$ cat src/rtl/cb_bitop_if.sv
// Bus bundle for the CB-prefix BIT/RES/SET sequencer: request, operands, memory port and results.
interface cb_bitop_if;
  // Request handshake: start is sampled only while busy=0 (idle or the done clock).
  // Once accepted, busy stays high until the done clock, where a new start may be taken.
  logic       start;
  logic [7:0] opcode;
  logic [7:0] reg_in;
  logic [3:0] flags_in;
  logic [7:0] mem_rdata;

  logic       busy;
  logic       done;
  logic       illegal;
  logic [7:0] result;
  logic [3:0] flags_out;
  logic       reg_we;
  logic       mem_re;
  logic       mem_we;
  logic [7:0] mem_wdata;

  modport master (
    output start, opcode, reg_in, flags_in, mem_rdata,
    input  busy, done, illegal, result, flags_out, reg_we, mem_re, mem_we, mem_wdata
  );

  modport slave (
    input  start, opcode, reg_in, flags_in, mem_rdata,
    output busy, done, illegal, result, flags_out, reg_we, mem_re, mem_we, mem_wdata
  );
endinterface

$ cat src/rtl/cb_bitop_seq.sv
// SM83 CB-page BIT/RES/SET executor on a register or (HL), sequenced in M-cycles of MCYCLE_CLKS clocks.
module cb_bitop_seq #(
  parameter int MCYCLE_CLKS = 4
) (
  input  logic       clk,
  input  logic       reset,
  cb_bitop_if.slave  bus,
  output logic [2:0] fsm_state
);

  typedef enum logic [2:0] {
    S_IDLE     = 3'd0,
    S_EXEC     = 3'd1,
    S_MEM_RD   = 3'd2,
    S_MEM_CALC = 3'd3,
    S_MEM_WR   = 3'd4,
    S_DONE     = 3'd5
  } state_t;

  localparam logic [1:0] OP_ILL = 2'b00;
  localparam logic [1:0] OP_BIT = 2'b01;
  localparam logic [1:0] OP_RES = 2'b10;
  localparam logic [1:0] OP_SET = 2'b11;

  // cnt_q tracks the clock index k of the running operation (k=1 on the first busy clock).
  localparam int CW = 6;
  localparam logic [CW-1:0] K_M1  = CW'(MCYCLE_CLKS - 1);
  localparam logic [CW-1:0] K_M   = CW'(MCYCLE_CLKS);
  localparam logic [CW-1:0] K_2M1 = CW'(2 * MCYCLE_CLKS - 1);
  localparam logic [CW-1:0] K_2M  = CW'(2 * MCYCLE_CLKS);
  localparam logic [CW-1:0] K_3M1 = CW'(3 * MCYCLE_CLKS - 1);

  state_t        state_q, state_d;
  logic [CW-1:0] cnt_q;
  logic [1:0]    op_q;
  logic [2:0]    bit_q;
  logic          hl_q;
  logic [3:0]    flags_q;
  logic [7:0]    operand_q;
  logic [7:0]    result_q;
  logic [3:0]    flags_out_q;
  logic [7:0]    wdata_q;

  logic          accept;
  logic          op_end;
  logic          rd_last;
  logic          req_illegal;
  logic          req_hl;

  function automatic logic [7:0] bit_apply(input logic [1:0] op, input logic [2:0] b,
                                           input logic [7:0] v);
    logic [7:0] mask;
    mask = 8'b1 << b;
    case (op)
      OP_RES:  bit_apply = v & ~mask;
      OP_SET:  bit_apply = v | mask;
      default: bit_apply = v;
    endcase
  endfunction

  // BIT replaces Z/N/H and keeps C; RES/SET leave all flags untouched.
  function automatic logic [3:0] flag_apply(input logic [1:0] op, input logic [2:0] b,
                                            input logic [7:0] v, input logic [3:0] f);
    if (op == OP_BIT) flag_apply = {~v[b], 1'b0, 1'b1, f[0]};
    else              flag_apply = f;
  endfunction

  assign accept      = bus.start && !reset && (state_q == S_IDLE || state_q == S_DONE);
  assign req_illegal = (bus.opcode[7:6] == OP_ILL);
  assign req_hl      = (bus.opcode[2:0] == 3'd6);
  assign rd_last     = (state_q == S_MEM_RD) && (cnt_q == K_M);
  assign op_end      = (state_d == S_DONE) &&
                       (state_q == S_EXEC || state_q == S_MEM_CALC || state_q == S_MEM_WR);

  // State register
  always_ff @(posedge clk) begin
    if (reset) state_q <= S_IDLE;
    else       state_q <= state_d;
  end

  // Next-state logic. An illegal opcode has nothing to execute, so it completes at k=1.
  always_comb begin
    state_d = state_q;
    case (state_q)
      S_IDLE, S_DONE: begin
        if (accept) begin
          if (req_illegal)  state_d = S_DONE;
          else if (req_hl)  state_d = S_MEM_RD;
          else              state_d = S_EXEC;
        end else begin
          state_d = S_IDLE;
        end
      end
      S_EXEC:     if (cnt_q == K_M1)  state_d = S_DONE;
      S_MEM_RD:   if (cnt_q == K_M)   state_d = (op_q == OP_BIT) ? S_MEM_CALC : S_MEM_WR;
      S_MEM_CALC: if (cnt_q == K_2M1) state_d = S_DONE;
      S_MEM_WR:   if (cnt_q == K_3M1) state_d = S_DONE;
      default:    state_d = S_IDLE;
    endcase
  end

  // Datapath: operand latch, k counter, result/flag registers and write data.
  always_ff @(posedge clk) begin
    if (reset) begin
      cnt_q       <= '0;
      op_q        <= OP_ILL;
      bit_q       <= '0;
      hl_q        <= 1'b0;
      flags_q     <= '0;
      operand_q   <= '0;
      result_q    <= '0;
      flags_out_q <= '0;
      wdata_q     <= '0;
    end else begin
      if (accept) begin
        cnt_q     <= CW'(1);
        op_q      <= bus.opcode[7:6];
        bit_q     <= bus.opcode[5:3];
        hl_q      <= req_hl;
        flags_q   <= bus.flags_in;
        operand_q <= bus.reg_in;
        if (req_illegal) begin
          result_q    <= '0;
          flags_out_q <= bus.flags_in;
        end
      end else if (state_q == S_IDLE || state_q == S_DONE) begin
        cnt_q <= '0;
      end else begin
        cnt_q <= cnt_q + CW'(1);
      end

      // Memory operand arrives at the end of the read M-cycle; write data is fixed from then on.
      if (rd_last) begin
        operand_q <= bus.mem_rdata;
        if (op_q != OP_BIT) wdata_q <= bit_apply(op_q, bit_q, bus.mem_rdata);
      end

      if (op_end) begin
        result_q    <= bit_apply(op_q, bit_q, operand_q);
        flags_out_q <= flag_apply(op_q, bit_q, operand_q, flags_q);
      end
    end
  end

  // Output logic. Strobes are forced low while reset is held.
  always_comb begin
    bus.busy    = 1'b0;
    bus.done    = 1'b0;
    bus.illegal = 1'b0;
    bus.reg_we  = 1'b0;
    bus.mem_re  = 1'b0;
    bus.mem_we  = 1'b0;
    if (!reset) begin
      case (state_q)
        S_EXEC, S_MEM_CALC: bus.busy = 1'b1;
        S_MEM_RD: begin
          bus.busy   = 1'b1;
          bus.mem_re = 1'b1;
        end
        S_MEM_WR: begin
          bus.busy   = 1'b1;
          bus.mem_we = (cnt_q > K_2M);
        end
        S_DONE: begin
          bus.done    = 1'b1;
          bus.illegal = (op_q == OP_ILL);
          bus.reg_we  = !hl_q && op_q[1];
          bus.mem_we  = hl_q && op_q[1];
        end
        default: ;
      endcase
    end
  end

  assign bus.result    = result_q;
  assign bus.flags_out = flags_out_q;
  assign bus.mem_wdata = wdata_q;
  assign fsm_state     = state_q;

endmodule
$ cat src/flat_wrapper.sv
// flat-port wrapper written by rule: the top's interface ports become plain ports
module cb_bitop_seq_flat 
#(
  parameter int MCYCLE_CLKS = 4
)
  (clk, reset, fsm_state, bus_start, bus_opcode, bus_reg_in, bus_flags_in, bus_mem_rdata, bus_busy, bus_done, bus_illegal, bus_result, bus_flags_out, bus_reg_we, bus_mem_re, bus_mem_we, bus_mem_wdata);
  cb_bitop_if bus_i ();
  input  logic clk;
  input  logic reset;
  output logic [2:0] fsm_state;
  input wire logic [$bits(bus_i.start)-1:0] bus_start;
  input wire logic [$bits(bus_i.opcode)-1:0] bus_opcode;
  input wire logic [$bits(bus_i.reg_in)-1:0] bus_reg_in;
  input wire logic [$bits(bus_i.flags_in)-1:0] bus_flags_in;
  input wire logic [$bits(bus_i.mem_rdata)-1:0] bus_mem_rdata;
  output wire logic [$bits(bus_i.busy)-1:0] bus_busy;
  output wire logic [$bits(bus_i.done)-1:0] bus_done;
  output wire logic [$bits(bus_i.illegal)-1:0] bus_illegal;
  output wire logic [$bits(bus_i.result)-1:0] bus_result;
  output wire logic [$bits(bus_i.flags_out)-1:0] bus_flags_out;
  output wire logic [$bits(bus_i.reg_we)-1:0] bus_reg_we;
  output wire logic [$bits(bus_i.mem_re)-1:0] bus_mem_re;
  output wire logic [$bits(bus_i.mem_we)-1:0] bus_mem_we;
  output wire logic [$bits(bus_i.mem_wdata)-1:0] bus_mem_wdata;
  assign bus_i.start = bus_start;
  assign bus_i.opcode = bus_opcode;
  assign bus_i.reg_in = bus_reg_in;
  assign bus_i.flags_in = bus_flags_in;
  assign bus_i.mem_rdata = bus_mem_rdata;
  assign bus_busy = bus_i.busy;
  assign bus_done = bus_i.done;
  assign bus_illegal = bus_i.illegal;
  assign bus_result = bus_i.result;
  assign bus_flags_out = bus_i.flags_out;
  assign bus_reg_we = bus_i.reg_we;
  assign bus_mem_re = bus_i.mem_re;
  assign bus_mem_we = bus_i.mem_we;
  assign bus_mem_wdata = bus_i.mem_wdata;
  cb_bitop_seq #(.MCYCLE_CLKS(MCYCLE_CLKS)) u_core (.clk(clk), .reset(reset), .bus(bus_i), .fsm_state(fsm_state));
endmodule
$ cat config.mk
export PLATFORM = sky130hd
export DESIGN_NAME = cb_bitop_seq_flat
export DESIGN_NICKNAME = d
export VERILOG_FILES = /design/src/rtl/cb_bitop_if.sv /design/src/rtl/cb_bitop_seq.sv /design/src/flat_wrapper.sv
export SDC_FILE = /design/constraint.sdc
export NUM_CORES = 1
export LEC_CHECK = 0
export CAP_MARGIN = 10
export CORE_MARGIN = 3
export CORE_UTILIZATION = 25
export CTS_BUF_LIST = sky130_fd_sc_hd__clkbuf_8
export DETAILED_ROUTE_END_ITERATION = 8
export DONT_BUFFER_PORTS = 1
export GPL_ROUTABILITY_DRIVEN = 0
export PLACE_DENSITY = 0.38
export SLEW_MARGIN = 25
export SYNTH_ARGS = -nofsm -noshare
export SYNTH_HDL_FRONTEND = slang
export SYNTH_SLANG_ARGS = --single-unit
$ cat constraint.sdc
create_clock -name clk -period 2 [get_ports clk]
set_clock_uncertainty 0.1 [all_clocks]
set_input_delay 0.1 -clock clk [delete_from_list [all_inputs] [get_ports clk]]
set_output_delay 0.1 -clock clk [all_outputs]
set_load 0.005 [all_outputs]
==> reports/metrics.csv <==
stage,metric,value,unit
place,hpwl,5210,um
worst_setup_path,endpoint_kind,flip-flop,
synthesis,synth_area_per_cell,8.36,um2
synthesis,yosys_register_bits,47,
clock_network,cts_sinks,47,
final_layout,nNetsFinal,363,
worst_setup_path,critical_path_class,reg2reg,
routing,first_pass_iters,6,
place,dp_cells,419,
timing,drv_slew,0,
pwr,comb_power_share,14.0,%
timing,timing.final.crit_share,97.2,%
final_layout,drive_gt1_share,17.0,%
clock_network,clkTransAtPathRegs,0.10,ns
run_status,status,completed,
final_layout,fin_util,33.8,%
synthesis,yosys.area.top_type_share,38.7,%
pwr,p_switching,0.548,mW
timing,setup_viol,0,
synthesis,ys_top_cells_by_area,"dfxtp_1 39%, mux2i_1 7.0%, nor2_1 6.9%, nand2_1 4.0%, nand3_1 3.1%",
pwr,p_sw_share,26.3,%
synthesis,synth_edf_count,0,
worst_setup_path,r2r-end,u_core.bus.result[1],
routing,dr_wl_met3,487,um
worst_setup_path,r2r_start,u_core.cnt_q[5],
clock_network,numCtsBuffers,5,
floorplanning,die_x,105,um
clock_network,cts-root-buf,clkbuf_8,
synthesis,syn-num-nets,325,
synthesis,ys_seq_area_share,38.7,%
pwr,vdd_ir_drop_max,0.000369,V
place,place_ws,0.0569,ns
grt,overflow,0,
floorplanning,start_util,26.1,%
synthesis,ys_types,49,
worst_setup_path,rrSetupSlack,0.06,ns
clock_network,clock_path_buffers,2,
pwr,powerDensity,659,mW/mm2
worst_setup_path,critPathLaunch,u_core.cnt_q[5],
synthesis,ys_warn_count,0,
routing,route.met2.wl,3560,um
final_layout,finalNonFillerCells,459,
final_layout,syn_to_final_growth,29.7,%
floorplanning,die_area,0.0109,mm2
synthesis,synth_area,0.00243,mm2
grt,grt_first_pass_wirelength,11800,um
grt,grt_use_total,13.5,%
routing,drt_iter0_drc,57,
routing,top_layer,met4,
routing,drtAntennaViolNets,0,
pwr,power_leakage,1.19,nW
routing,vias,2140,
floorplanning,io_pins,60,
worst_setup_path,cp.arrival,2.09,ns
job,maxCapViolCount,0,
grt,grt_max_degree,39,
timing,tightest_slew,0.531,ns
routing,detail_route.vias_per_cell,4.66,
timing,period_minus_slack,1.94,ns
worst_hold_path,hp-class,in2reg,
pwr,clkPwrFrac,37.1,%
place,port_buffers,0,
timing,rsz0062_at_grt,yes,
timing,slew_headroom,64.5,%
timing,timing.hold.ws,0.0175,ns
worst_setup_path,crit_path_end,u_core.bus.result[1],
worst_setup_path,r2r_cells,6,
pwr,p_int,1.53,mW
synthesis,yosys.area.top_type,dfxtp_1,
final_layout,stdcell_area,0.00315,mm2
clock_network,cts_tree,done,
timing,postLayoutSetupSlackWorst,0.0557,ns
grt,antenna_found_initial,0,
routing,drt-met1-wl,3340,um
floorplanning,chipHeight,105,um
synthesis,ys.flop_type,dfxtp_1,
timing,setup_tns,0,ns
synthesis,syn_inst,291,
clock_network,cts.htree.levels,2,
final_layout,antennaDiodeCount,0,
pwr,fin_total_pwr,2.08,mW
worst_setup_path,crit_path_start_kind,flip-flop,
pwr,seqPwrFrac,48.9,%
timing,finalHoldViolations,0,
worst_setup_path,cp.required,2.15,ns
routing,wl_per_cell,16.2,um
worst_setup_path,cp_max_fo,12,
routing,route.detailed.drc,0,
timing,fmax,514,MHz
floorplanning,core,0.00933,mm2
synthesis,synthArstFlopShare,0,%
place,placed_cell_area,0.00268,mm2
grt,grt_pass1_vias,2201,
clock_network,worstSkewPairLatency,0.31,ns
floorplanning,num_rows,35,
routing,routed_wl,7460,um
## critical path, stage by stage (launching register included)
cell	delay [ns]
dfxtp_1	0.36
nor3_1	0.31
a41oi_1	0.23
a41o_2	0.31
buf_12	0.14
or2_2	0.30
a21oi_2	0.13
## worst min path at each step
stage,to,from,cells past startpoint
6_report,u_core.cnt_q[1],reset,2
5_1_grt,u_core.cnt_q[1],reset,2
4_1_cts,u_core.cnt_q[1],reset,2
3_5_place_dp,u_core.bus.flags_out[0],reset,1
3_3_place_gp,u_core.bus.flags_out[0],reset,1
2_1_floorplan,u_core.flags_q[0],bus_flags_in[0],2
## placed cells by master, fill, tap and decap left out, types with 10 or more instances in the layout
master         instances
nand2_1               26
nand3_1               15
dfxtp_1               42
nor2_1                45
o21ai_0               10
dlygate4sd3_1         28
a21oi_1               11
mux2i_1               17
buf_4                 22
## cells in the mapped netlist (2+ instances only)
master	number
nand2_1	26
nor2b_1	3
ha_1	3
a21oi_1	12
nor4_1	8
nand3_1	15
nor3b_1	3
buf_2	6
or2_0	5
a211oi_1	8
buf_4	2
mux2i_1	17
a21o_1	2
nand4_1	4
nand4b_1	4
nor4b_1	2
or2_2	4
nor4bb_1	2
nor2_1	45
nand2b_1	7
xor2_1	2
a31oi_1	2
mux4_2	2
xnor2_1	2
clkbuf_1	14
nand3b_1	6
inv_1	6
o21ai_0	10
nor3_1	3
dfxtp_1	47
## cell families (layout without fill, tap and decap cells)
| family | after synthesis | in the layout | share of synthesized area [%] |
|---|---|---|---|
| AO/OA/AOI/OAI | 41 | 41 | 11.0 |
| AND/OR/NAND/NOR | 147 | 147 | 32.4 |
| XOR/XNOR | 5 | 5 | 2.11 |
| multiplexers | 19 | 19 | 8.85 |
| flip-flops | 47 | 47 | 38.7 |
| adder cells (fa/ha/maj) | 3 | 3 | 1.54 |
| buffers and inverters | 29 | 68 | 5.40 |
## per-layer routing
metal	GRT usage (%)	up-vias
met5	0	-
li1	-	1096
met4	3.37	0
met3	4.76	7
met1	16.9	998
met2	22.2	39
## state kept, by name (all words and copies together) (netlist names)
register and flops:
u_core.bit_q 3, u_core.bus.flags_out 4, u_core.bus.mem_wdata 8, u_core.bus.result 8, u_core.cnt_q 6, u_core.flags_q 4
u_core.fsm_state 3, u_core.hl_q 1, u_core.op_q 2, u_core.operand_q 8
## area by class of cell
class	count	area [um2]
Fill cell	1000	6170
Multi-Input combinational cell	215	1370
Sequential cell	47	947
Timing Repair Buffer	54	531
Tap cell	129	161
Clock buffer	6	82.6
Clock inverter	2	38.8
Inverter	6	22.5
## power by group through the flow
stage | Combinational (mW) | Clock, mW | Sequential [mW]
2_1_floorplan | 0.180 | 0 | 1.02
3_3_place_gp | 0.221 | 0 | 1.04
5_1_grt | 0.327 | 0.823 | 1.02
4_1_cts | 0.291 | 0.801 | 1.02
6_report | 0.290 | 0.772 | 1.02
3_5_place_dp | 0.221 | 0 | 1.04
## what timing repair did
item,4_1_cts,5_1_grt
hold buffers,29,0
setup endpoints to repair,0,19
hold endpoints to repair,41,0
setup buffers,0,2
gates resized for setup,0,9
Power figures use the tool's default switching activity.
